[src/rtl/control_unit_pipe.sv]
// Registered ID/EX control decoder: decodes op_code/mode/s_in, gates on the ARM
// condition field, and can expand memory instructions into a multi-beat burst.
module control_unit_pipe #(
  parameter int unsigned CMD_W     = 4,
  parameter int unsigned MEM_BEATS = 1
) (
  input  logic             clk,
  input  logic             rst,
  input  logic             in_valid,
  output logic             in_ready,
  input  logic [3:0]       cond,
  input  logic [3:0]       op_code,
  input  logic [1:0]       mode,
  input  logic             s_in,
  input  logic [3:0]       status,
  input  logic             stall,
  input  logic             flush,
  output logic             out_valid,
  output logic [CMD_W-1:0] exe_cmd,
  output logic             mem_r_en,
  output logic             mem_w_en,
  output logic             wb_en,
  output logic             s,
  output logic             b,
  output logic             illegal,
  output logic [2:0]       beat,
  output logic             last_beat
);

  localparam logic [2:0] LastBeat = 3'(MEM_BEATS - 1);
  localparam bit         Bursting = (MEM_BEATS > 1);

  typedef enum logic [0:0] {StRun, StBurst} state_e;

  typedef struct packed {
    logic [3:0] cmd;
    logic       mem_r;
    logic       mem_w;
    logic       wb;
    logic       s;
    logic       b;
    logic       illegal;
  } ctrl_t;

  state_e     state_q, state_d;
  ctrl_t      ctrl_q, ctrl_d, dec;
  logic       valid_q, valid_d;
  logic [2:0] beat_q, beat_d;
  logic       last_q, last_d;
  logic       cond_pass;
  logic       n_f, z_f, c_f, v_f;

  assign {n_f, z_f, c_f, v_f} = status;

  always_comb begin
    dec = '0;
    unique case (mode)
      2'b00: begin
        dec.s  = s_in;
        dec.wb = 1'b1;
        unique case (op_code)
          4'b1101: dec.cmd = 4'b0001;
          4'b1111: dec.cmd = 4'b1001;
          4'b0100: dec.cmd = 4'b0010;
          4'b0101: dec.cmd = 4'b0011;
          4'b0010: dec.cmd = 4'b0100;
          4'b0110: dec.cmd = 4'b0101;
          4'b0000: dec.cmd = 4'b0110;
          4'b1100: dec.cmd = 4'b0111;
          4'b0001: dec.cmd = 4'b1000;
          4'b1000: begin
            dec.cmd = 4'b0110;
            dec.wb  = 1'b0;
          end
          4'b1010: begin
            dec.cmd = 4'b0100;
            dec.wb  = 1'b0;
          end
          default: begin
            dec         = '0;
            dec.illegal = 1'b1;
          end
        endcase
      end
      2'b01: begin
        dec.cmd   = 4'b0010;
        dec.mem_r = s_in;
        dec.wb    = s_in;
        dec.mem_w = ~s_in;
      end
      2'b10: begin
        dec.b = 1'b1;
        dec.s = s_in;
      end
      default: dec.illegal = 1'b1;
    endcase
  end

  always_comb begin
    cond_pass = 1'b0;
    unique case (cond)
      4'b0000: cond_pass = z_f;
      4'b0001: cond_pass = ~z_f;
      4'b0010: cond_pass = c_f;
      4'b0011: cond_pass = ~c_f;
      4'b0100: cond_pass = n_f;
      4'b0101: cond_pass = ~n_f;
      4'b0110: cond_pass = v_f;
      4'b0111: cond_pass = ~v_f;
      4'b1000: cond_pass = c_f & ~z_f;
      4'b1001: cond_pass = ~c_f | z_f;
      4'b1010: cond_pass = (n_f == v_f);
      4'b1011: cond_pass = (n_f != v_f);
      4'b1100: cond_pass = ~z_f & (n_f == v_f);
      4'b1101: cond_pass = z_f | (n_f != v_f);
      4'b1110: cond_pass = 1'b1;
      4'b1111: cond_pass = 1'b0;
    endcase
  end

  assign in_ready = (state_q == StRun) && !stall;

  always_comb begin
    state_d = state_q;
    valid_d = valid_q;
    ctrl_d  = ctrl_q;
    beat_d  = beat_q;
    last_d  = last_q;
    if (flush) begin
      state_d = StRun;
      valid_d = 1'b0;
      ctrl_d  = '0;
      beat_d  = '0;
      last_d  = 1'b0;
    end else if (!stall) begin
      unique case (state_q)
        StRun: begin
          beat_d = '0;
          if (in_valid) begin
            valid_d = 1'b1;
            last_d  = 1'b1;
            if (!cond_pass) begin
              ctrl_d = '0;
            end else begin
              ctrl_d = dec;
              if ((mode == 2'b01) && Bursting) begin
                state_d = StBurst;
                last_d  = 1'b0;
              end
            end
          end else begin
            valid_d = 1'b0;
            ctrl_d  = '0;
            last_d  = 1'b0;
          end
        end
        StBurst: begin
          beat_d = beat_q + 3'd1;
          if (beat_d == LastBeat) begin
            last_d  = 1'b1;
            state_d = StRun;
          end
        end
        default: state_d = StRun;
      endcase
    end
  end

  always_ff @(posedge clk or negedge rst) begin
    if (!rst) begin
      state_q <= StRun;
      valid_q <= 1'b0;
      ctrl_q  <= '0;
      beat_q  <= '0;
      last_q  <= 1'b0;
    end else begin
      state_q <= state_d;
      valid_q <= valid_d;
      ctrl_q  <= ctrl_d;
      beat_q  <= beat_d;
      last_q  <= last_d;
    end
  end

  assign out_valid = valid_q;
  assign exe_cmd   = CMD_W'(ctrl_q.cmd);
  assign mem_r_en  = ctrl_q.mem_r;
  assign mem_w_en  = ctrl_q.mem_w;
  assign wb_en     = ctrl_q.wb;
  assign s         = ctrl_q.s;
  assign b         = ctrl_q.b;
  assign illegal   = ctrl_q.illegal;
  assign beat      = beat_q;
  assign last_beat = last_q;

endmodule

[config.mk]
export PLATFORM = sky130hd
export DESIGN_NAME = control_unit_pipe
export DESIGN_NICKNAME = d
export VERILOG_FILES = /design/src/rtl/control_unit_pipe.sv
export SDC_FILE = /design/constraint.sdc
export NUM_CORES = 1
export LEC_CHECK = 0
export BUFFER_PORTS_ARGS = -buffer_cell sky130_fd_sc_hd__buf_2
export CORE_MARGIN = 1
export CORE_UTILIZATION = 44
export DETAILED_ROUTE_END_ITERATION = 10
export PLACE_DENSITY = 0.8
export SYNTH_ARGS = -nofsm -noshare
export SYNTH_HDL_FRONTEND = slang
export SYNTH_SLANG_ARGS = --single-unit
[constraint.sdc]
create_clock -name clk -period 1.4 [get_ports clk]
set_input_delay 0.28 -clock clk [delete_from_list [all_inputs] [get_ports clk]]
set_output_delay 0.28 -clock clk [all_outputs]
set_load 0.03 [all_outputs]
After elaboration in Yosys (flattened, before gate mapping). Cells that the tools add are included.

$add $sub $neg: 1. Equality and inequality tests: 32. Multiplexer cells: 27. Bitwise logic cells: 10. Reductions and logical operators: 13.

Operator list (number): == test 4 bit, second input constant (13); 2-to-1 mux 10 bit (5); one-hot mux 4 bit (9 select lines) (1); == test 4 x 3 -> 1 bit, second input constant (7); one-hot mux 1 bit (16 select lines) (1); one-hot mux 7 bit (2 select lines) (1); == test 4 x 2 -> 1 bit, second input constant (3); 2-to-1 mux 1 bit (12); OR reduction 11 bit (1); 2-to-1 mux 3 bit (3); OR reduction 9 bit (1); == test 4 x 1 -> 1 bit, second input constant (2); zero test 4 bit (2); inverter 1 bit (6); one-hot mux 3 bit (2 select lines) (1); OR reduction 2 bit (3); one-hot mux 1 bit (2 select lines) (2); one-hot mux 2 bit (2 select lines) (1); AND reduction 2 bit (2); adder 3 x 1 -> 3 bit, second input constant (1); zero test 3 bit (1); inequality test 3 x 2 -> 1 bit, second input constant (1); AND 1 bit (2); == test 2 x 1 -> 1 bit, second input constant (1); 9 further kinds (10).

Flip-flop bits (word level): 16. Output and inout port bits: 16.

Depth between registers and ports, before layout. Gate-level depths: netlist (run 1).

Depth after elaboration: 9. Mapped depth: 7. Depth with buffers taken out: 6.

Worst setup path after synthesis (run 1). OpenSTA, ideal clock, no wires.

Path kind: in2reg. Start point: input port stall. End point: register ctrl_q (netlist bit exe_cmd[0]). Library setup time: 64 ps. Data arrival time: 1738 ps. Slack: -403 ps. Stages on the path: 6. Buffers on the path: 1. Cell sequence: clkbuf_1 > nor2_1 > nand3b_1 > a21oi_2 > and4_1 > a22o_2.

Longest elaborated chain between the ends: 2.

RTL lines: start, declared (line 16) `input logic stall,`; inequality test 2 x 1 -> 1 bit (no source line); AND reduction 2 bit (no source line); end signal, assigned (line 179) `ctrl_q <= ctrl_d;`; end, declared (line 46) `ctrl_t ctrl_q, ctrl_d, dec;`.

Every way passes these cells. A chain may end at the register's enable or synchronous reset.

Worst setup path in the final report (run 1).
Start point: register state_q. End point: output port in_ready.

Longest elaborated chain between the ends: 2.

RTL lines: start, declared (line 45) `state_e state_q, state_d;`; start signal, assigned (line 171) `state_q <= StRun;`; start signal, assigned (line 177) `state_q <= state_d;`; inverter 1 bit; logical AND 1 bit (line 121) `assign in_ready = (state_q == StRun) && !stall;`; end, declared (line 10) `output logic in_ready,`.

Every way passes these cells.

==> impl_metrics.toml, run 1 <==
[outcome]
status = "completed"

[global_route]
grtUsageTotal_pct = 21.01
antenna_found_initial = 0
grt_pass1_vias = 991
grt_pass1_wl_um = 4015
grt_max_degree = 17
grt.overflow.total = 0

[critical_path]
cp.required_ns = 1.12
regToRegSetupSlack_ns = 0.09
cp-start-kind = "flip-flop"
arrival_ns = 1.08
criticalPathCategory = "flip-flop to primary output"
crit_family = "flip-flops"
critPathMaxFanout = 4
crit_slowest_cell = "dfrtp_1"
worstSetupEndpointType = "primary output"
cp_num_buf_inv = 1
path_cells = "nor2_4, clkbuf_4"
slowest_delay_ns = 0.42

[detailed_routing]
postRouteAntennaNets = 0
vias_per_cell = 5.653
drt_wl_total_um = 2605
drt-wirelength-per-cell_um = 13.29
drt-pass1-iter-count = 4
vias = 1108
drc = 0
initialDrtViolationCount = 9

[yosys]
seq_area_frac_synth_pct = 37.47
synth_area_leader_cell = "dfrtp_1"
ys_types = 33
synth_nets = 141
syn_inst = 115
yosys_warnings = 0
syn_area_sq_mm = 0.001069
synth_top_flop_cell = "dfrtp_1"
synth_async_sr_flop_share_pct = 100.0
synth_edf_count = 0
synth_area_leaders = "dfrtp_1 37%, a32o_1 7.5%, ha_1 7.0%"
synth_top_area_share_pct = 37.47
synth_area_per_cell_sq_um = 9.292
synth.ff_latch_count = 16

[final_layout]
largest_reg_flops = 4
final_common_cell = "buf_2"
final_cell_mix = "34 x buf_2, 19 x buf_4, 15 x dfrtp_1"
antenna_cells = 0
fin_cells = 196
syn2layout_area_growth_pct = 36.30
drive_above_1_share_pct = 41.07
final_net_count = 195
final_util_pct = 64.59

[floorplan]
core-area_sq_mm = 0.002255
start_util_pct = 47.39
die_h_um = 51.28
std_cell_rows = 17
num_io_pins = 36
die_area_sq_mm = 0.002630
die_w_um = 51.28

[clocking]
post-cts-setup-buffers = 0
cts_tree = "done"
clkSinkCount = 16
clkLatencyLatePin_ns = 0.30
root_buffer = "clkbuf_4"
htree_levels = 1
clk_pin_slew_ns = 0.10
cts_buffers = 3
cts.path.max_buffers = 2

[placement]
placed_cells = 191
dp_hpwl_um = 2030
finalWeightedCongestion = 0.8164
portBuffers = 35

[timing]
min_period_ns = 1.356
setup_viol = 0
clock_skew_ns = 0.002187
fmax_mhz = 737.5
timing.hold.ws_ns = 0.2269
finalHoldViolCount = 0
tightest_slew_ns = 0.6294
slew-limit-headroom_pct = 57.89
period_share_pct = 96.85
maxSlewViolCount = 0

[job]
maxCapViolations = 0

[pwr]
pwr_density_cell_mw_per_mm2 = 688.4
ir_worst_vdd_mv = 0.4966
total_power_uw = 1003
cellLeakagePower_uw = 0.0007672

[worst_hold_path]
hold_class = "input port to flip-flop"
## cells by family (layout without fill, tap and decap cells)
group                      after synthesis  in the layout  share of synthesized area, %
DFF                                     16             16                         37.47
adders and majority gates                6              6                         7.026
buffers and inverters                   13             66                         5.386
and+or+nand+nor                         38             38                         18.73
xor gates and xnor gates                 7              7                         5.738
muxes                                    1              1                        0.9368
AOI/OAI and AO/OA                       34             34                         24.71
## timing repair
action | 4_1_cts | 5_1_grt
setup endpoints to repair | 2 | 12
pin swaps | 0 | 1
hold endpoints to repair | 16 | 0
hold buffers | 1 | 0
resized for setup | 1 | 4
## cell usage after synthesis, types with 2 or more instances
cell type,instances
dfrtp_1,16
a21oi_1,9
nor2_1,9
a32o_1,8
nand2_1,8
inv_1,7
ha_1,6
xnor2_1,6
nor3_1,5
a22o_2,4
nor2b_1,4
o21ai_0,4
and3_1,3
clkbuf_1,3
nand3b_1,3
nand2b_1,2
nor3b_1,2
## worst paths after layout
kind                         start    endpoint  cells past startpoint
hold / removal               flush     beat[0]                      2
min in group asynchronous      rst     beat[0]                      2
hold reg to reg                  s           s                      1
max in group asynchronous      rst     beat[0]                      2
setup reg to reg           state_q  exe_cmd[0]                      5
setup / recovery           state_q    in_ready                      2
## routing by layer
metal	vias up	wire, um	track usage (%)
met5	-	0	0
met4	0	119	16.22
met3	13	133	3.571
met2	40	1254	34.21
met1	527	1098	24.31
li1	528	-	-
## metrics by stage
stage / area, sq um / worst slack [ns] / TNS (ns)
after floorplan: 1087 / -0.1487 / -1.449
after global placement: 1399 / -0.2545 / -2.485
after detailed placement: 1399 / -0.3194 / -3.133
after CTS: 1436 / 0.02258 / 0
after global routing: 1456 / -0.01142 / -0.06864
final: 1456 / 0.04409 / 0
## power by group
group / internal [uW] / switching [uW] / total, uW
clock: 111 / 162 / 273
sequential: 469 / 3.93 / 473
combinational: 113 / 143 / 256
## cell type report
class | count | area, sq um
Tap cell | 28 | 35.03
Multi-Input combinational cell | 86 | 636.9
Timing Repair Buffer | 55 | 330.3
Inverter | 7 | 26.28
Sequential cell | 16 | 401.6
Fill cell | 189 | 798.3
Clock buffer | 4 | 26.28
No activity file was read; power rests on OpenSTA's default activity.
==> inputs of run 2 (changes only) <==
==> constraint.sdc (replaced) <==
create_clock -name clk -period 1.4 [get_ports clk]
set_input_delay 0.07 -clock clk [delete_from_list [all_inputs] [get_ports clk]]
set_output_delay 0.07 -clock clk [all_outputs]
set_load 0.03 [all_outputs]
==> impl_metrics.toml, run 2 (same netlist as run 1, synthesis figures left out) <==
[outcome]
status = "completed"

[timing]
fmax_mhz = 749.2
maxSlewViolCount = 0
rsz0062_at_grt = "false"
min_period_ns = 1.335
period_share_pct = 95.34
tightest_slew_ns = 0.6919
clock_skew_ns = 0.0008541
slew-limit-headroom_pct = 53.70
tns_ns = 0
worst_slack_ns = 0.06527
finalHoldViolCount = 0
setup_viol = 0

[floorplan]
die_w_um = 51.28
start_util_pct = 47.39
die_area_sq_mm = 0.002630
std_cell_rows = 17
die_h_um = 51.28
num_io_pins = 36
core-area_sq_mm = 0.002255

[critical_path]
arrival_ns = 1.58
cp-start-kind = "flip-flop"
path_cells = "nor2_4, nand3b_1, a21oi_4, and4_1, a22o_2"
cp.required_ns = 1.65
criticalPathCategory = "flip-flop to flip-flop"
worstSetupEndpointType = "flip-flop"
critPathMaxFanout = 8
crit_slowest_cell = "dfrtp_1"
crit_family = "simple AND/OR/NAND/NOR gates"
slowest_delay_ns = 0.42
cp_num_buf_inv = 0

[detailed_routing]
vias_per_cell = 5.668
drt-pass1-iter-count = 4
vias = 1043
drt_wl_total_um = 2521
initialDrtViolationCount = 23
postRouteAntennaNets = 0
drt-wirelength-per-cell_um = 13.70
drc = 0

[final_layout]
drive_above_1_share_pct = 35.90
final_cell_mix = "35 x buf_2, 15 x dfrtp_1"
final_common_cell = "buf_2"
syn2layout_area_growth_pct = 27.17
final_net_count = 183
final_util_pct = 60.27
final_area_sq_mm = 0.001359
largest_reg_flops = 4
fillers = 216
antenna_cells = 0

[clocking]
root_buffer = "clkbuf_4"
clkLatencyLatePin_ns = 0.30
clk_pin_slew_ns = 0.09
htree_levels = 1
cts_buffers = 3
clkSinkCount = 16
cts_tree = "done"
cts.path.max_buffers = 2

[global_route]
antenna_found_initial = 0
grt_max_degree = 17
grt_pass1_vias = 941
grt_pass1_wl_um = 4050
grtUsageTotal_pct = 20.83
grt.overflow.total = 0

[worst_hold_path]
hold_class = "input port to flip-flop"

[placement]
finalWeightedCongestion = 0.7661
portBuffers = 35
dp_slack_ns = -0.1337
placed_cell_area_sq_mm = 0.001294
dp_hpwl_um = 1823

[pwr]
ir_worst_vdd_mv = 0.4563
pwr_density_cell_mw_per_mm2 = 713.4
cellLeakagePower_uw = 0.0007028
total_power_uw = 969.4

[job]
maxCapViolations = 0
## run 2: power by group
group / leakage [uW] / switching (uW) / internal [uW]
Combinational: 0.000468 / 138 / 91.2
Clock: 0.0000150 / 156 / 111
Sequential: 0.000220 / 3.82 / 469
Total: 0.000703 / 298 / 672
## run 2: final timing paths
path	depth (start not counted)	slack, ns	endpoint	from
max reg2reg	5	0.07	exe_cmd[0]	state_q
max in group asynchronous	2	0.91	beat[0]	rst
max	5	0.07	exe_cmd[0]	state_q
min in group asynchronous	2	0.21	beat[2]	rst
min reg2reg	1	0.50	mem_w_en	mem_w_en
min	2	0.03	beat[0]	flush
## run 2: final cells by class
| cell class | instances | area, sq um | area share (%) |
|---|---|---|---|
| Multi-Input combinational cell | 86 | 631.9 | 46.50 |
| Sequential cell | 16 | 401.6 | 29.56 |
| Timing Repair Buffer | 43 | 237.7 | 17.50 |
| Tap cell | 28 | 35.03 | 2.578 |
| Clock buffer | 4 | 26.28 | 1.934 |
| Inverter | 7 | 26.28 | 1.934 |
## run 2: per-stage QoR
| step | hold WS [ns] | cells |
|---|---|---|
| final | 0.03044 | 184 |
| after global routing | 0.02884 | 184 |
| after CTS | 0.01737 | 181 |
| after detailed placement | 0.001453 | 176 |
| after global placement | -0.003766 | 176 |
| after floorplan | -0.2256 | 115 |
## run 2: routing by layer
layer / vias up / share of wire (%) / track usage, %
met5: - / 0 / 0
met4: 0 / 1.7 / 10.81
met3: 5 / 5.7 / 5.357
met2: 37 / 47 / 31.36
met1: 502 / 45 / 27.39
li1: 499 / - / -
## run 2: timing repair
item / in CTS / in global routing
hold buffers: 1 / 0
endpoints found under the hold margin: 16 / 0
buffers inserted: 0 / 3
gates resized for setup: 0 / 2
setup endpoints to repair: 0 / 5
==> inputs of run 3 (changes only) <==
==> constraint.sdc (replaced) <==
create_clock -name clk -period 1.4 [get_ports clk]
set_input_delay 0.21 -clock clk [delete_from_list [all_inputs] [get_ports clk]]
set_output_delay 0.21 -clock clk [all_outputs]
set_load 0.03 [all_outputs]
==> impl_metrics.toml, run 3 (same netlist as run 1, synthesis figures left out) <==
[outcome]
status = "completed"

[critical_path]
crit_slowest_cell = "dfrtp_1"
reg2regPathDepth = 5
cp.required_ns = 1.63
criticalPathCategory = "flip-flop to flip-flop"
slowest_delay_ns = 0.42
critPathMaxFanout = 7
worstSetupEndpointType = "flip-flop"
path_cells = "nor2_4, nand3b_1, a21oi_4, and4_1, a22o_2"
cp_num_buf_inv = 0
cp-start-kind = "flip-flop"
arrival_ns = 1.57
crit_cells = 5
crit_family = "simple AND/OR/NAND/NOR gates"

[placement]
placed_cell_area_sq_mm = 0.001339
portBuffers = 35
finalWeightedCongestion = 0.8334
dp_hpwl_um = 1813

[global_route]
use_met2_pct = 33.11
grt_pass1_wl_um = 3732
use_met1_pct = 22.94
grt_max_degree = 17
antenna_found_initial = 0
grt.overflow.total = 0
grtUsageTotal_pct = 19.24
grt-busiest-layer = "met2"
grt_pass1_vias = 904
grt_use_met3_pct = 3.571

[pwr]
total_power_uw = 967.0
ir_worst_vdd_mv = 0.4778
cellLeakagePower_uw = 0.0007338
pwr_density_cell_mw_per_mm2 = 687.0

[timing]
setup_viol = 0
min_period_ns = 1.345
period_share_pct = 96.04
fmax_mhz = 743.8
slew-limit-headroom_pct = 59.16
maxSlewViolCount = 0
finalHoldViolCount = 0
clock_skew_ns = 0.0007507
tightest_slew_ns = 0.6103

[worst_hold_path]
hold_depth = 3
hold_class = "input port to flip-flop"

[job]
maxCapViolations = 0

[detailed_routing]
drc = 0
drt-pass1-iter-count = 4
initialDrtViolationCount = 29
vias_per_cell = 5.413
drt_wl_total_um = 2390
postRouteAntennaNets = 0
drt-wirelength-per-cell_um = 12.65
vias = 1023

[clocking]
cts_buffers = 3
clk_pin_slew_ns = 0.09
root_buffer = "clkbuf_4"
clkSinkCount = 16
cts_tree = "done"
htree_levels = 1
clkLatencyLatePin_ns = 0.28
cts.path.max_buffers = 2

[floorplan]
num_io_pins = 36
die_h_um = 51.28
core-area_sq_mm = 0.002255
std_cell_rows = 17
die_w_um = 51.28
die_area_sq_mm = 0.002630
start_util_pct = 47.39

[final_layout]
final_net_count = 188
final_cell_mix = "35 x buf_2, 15 x dfrtp_1, 12 x buf_4"
drive_above_1_share_pct = 38.51
largest_reg_flops = 4
final_area_sq_mm = 0.001408
syn2layout_area_growth_pct = 31.73
final_common_cell = "buf_2"
antenna_cells = 0
-- run 3: cell count changes in the layout (fill, tap and decap cells not counted) --
| cell | delta |
|---|---|
| buf_4 | +5 |
| xnor2_1 | -2 |
| xnor2_2 | +2 |
| a21oi_1 | +1 |
| a21oi_2 | -1 |
-- run 3: layout make-up --
type / count / area [sq um]
fill: 201 / 847.1
multi-input combinational: 86 / 643.1
sequential: 16 / 401.6
timing repair buffer: 48 / 275.3
tap: 28 / 35.03
clock buffer: 4 / 26.28
inverter: 7 / 26.28
-- run 3: stage by stage --
stage | std cells | util (%) | setup WS (ns) | hold slack, ns | TNS (ns)
5_1_grt | 189 | 62.43 | -0.02073 | 0.1987 | -0.03667
3_5_place_dp | 183 | 59.38 | -0.2718 | 0.1423 | -2.582
6_report | 189 | 62.43 | 0.05549 | 0.1995 | 0
3_3_place_gp | 183 | 59.38 | -0.1845 | 0.1313 | -1.788
2_1_floorplan | 115 | - | -0.07872 | -0.08559 | -0.7491
4_1_cts | 188 | 60.99 | 0.03695 | 0.1775 | 0
-- run 3: per-layer routing --
metal  part of all wire [%]  vias to the layer above  wire (um)
met5                      0                        -          0
met3                    3.5                        2         83
met2                     49                       28       1176
met1                     46                      478       1110
li1                       -                      515          -
met4                   0.88                        0         21
-- run 3: worst paths after layout --
path / startpoint / slack [ns] / endpoint
setup / recovery: state_q / 0.06 / exe_cmd[0]
hold / removal: in_valid / 0.20 / out_valid
setup reg to reg: state_q / 0.06 / exe_cmd[0]
hold reg to reg: illegal / 0.51 / illegal
max in group asynchronous: rst / 0.77 / beat[0]
min in group asynchronous: rst / 0.36 / beat[1]
-- run 3: power by group --
| group | total [uW] | switching [uW] | internal, uW |
|---|---|---|---|
| Combinational | 238 | 138 | 99.9 |
| Sequential | 473 | 3.83 | 469 |
| Clock | 256 | 145 | 111 |
| Total | 967 | 287 | 680 |
-- run 3: worst reg2reg max path: stages, from the launching register on --
cell      delay (ns)
dfrtp_1         0.42
nor2_4          0.14
nand3b_1        0.15
a21oi_4         0.23
and4_1          0.21
a22o_2          0.13
-- run 3: timing repair --
item                                    4_1_cts  5_1_grt
hold endpoints to repair                     16        0
endpoints found under the setup margin        0       11
gates resized for setup                       0        4
hold buffers                                  1        0
setup buffers                                 0        1
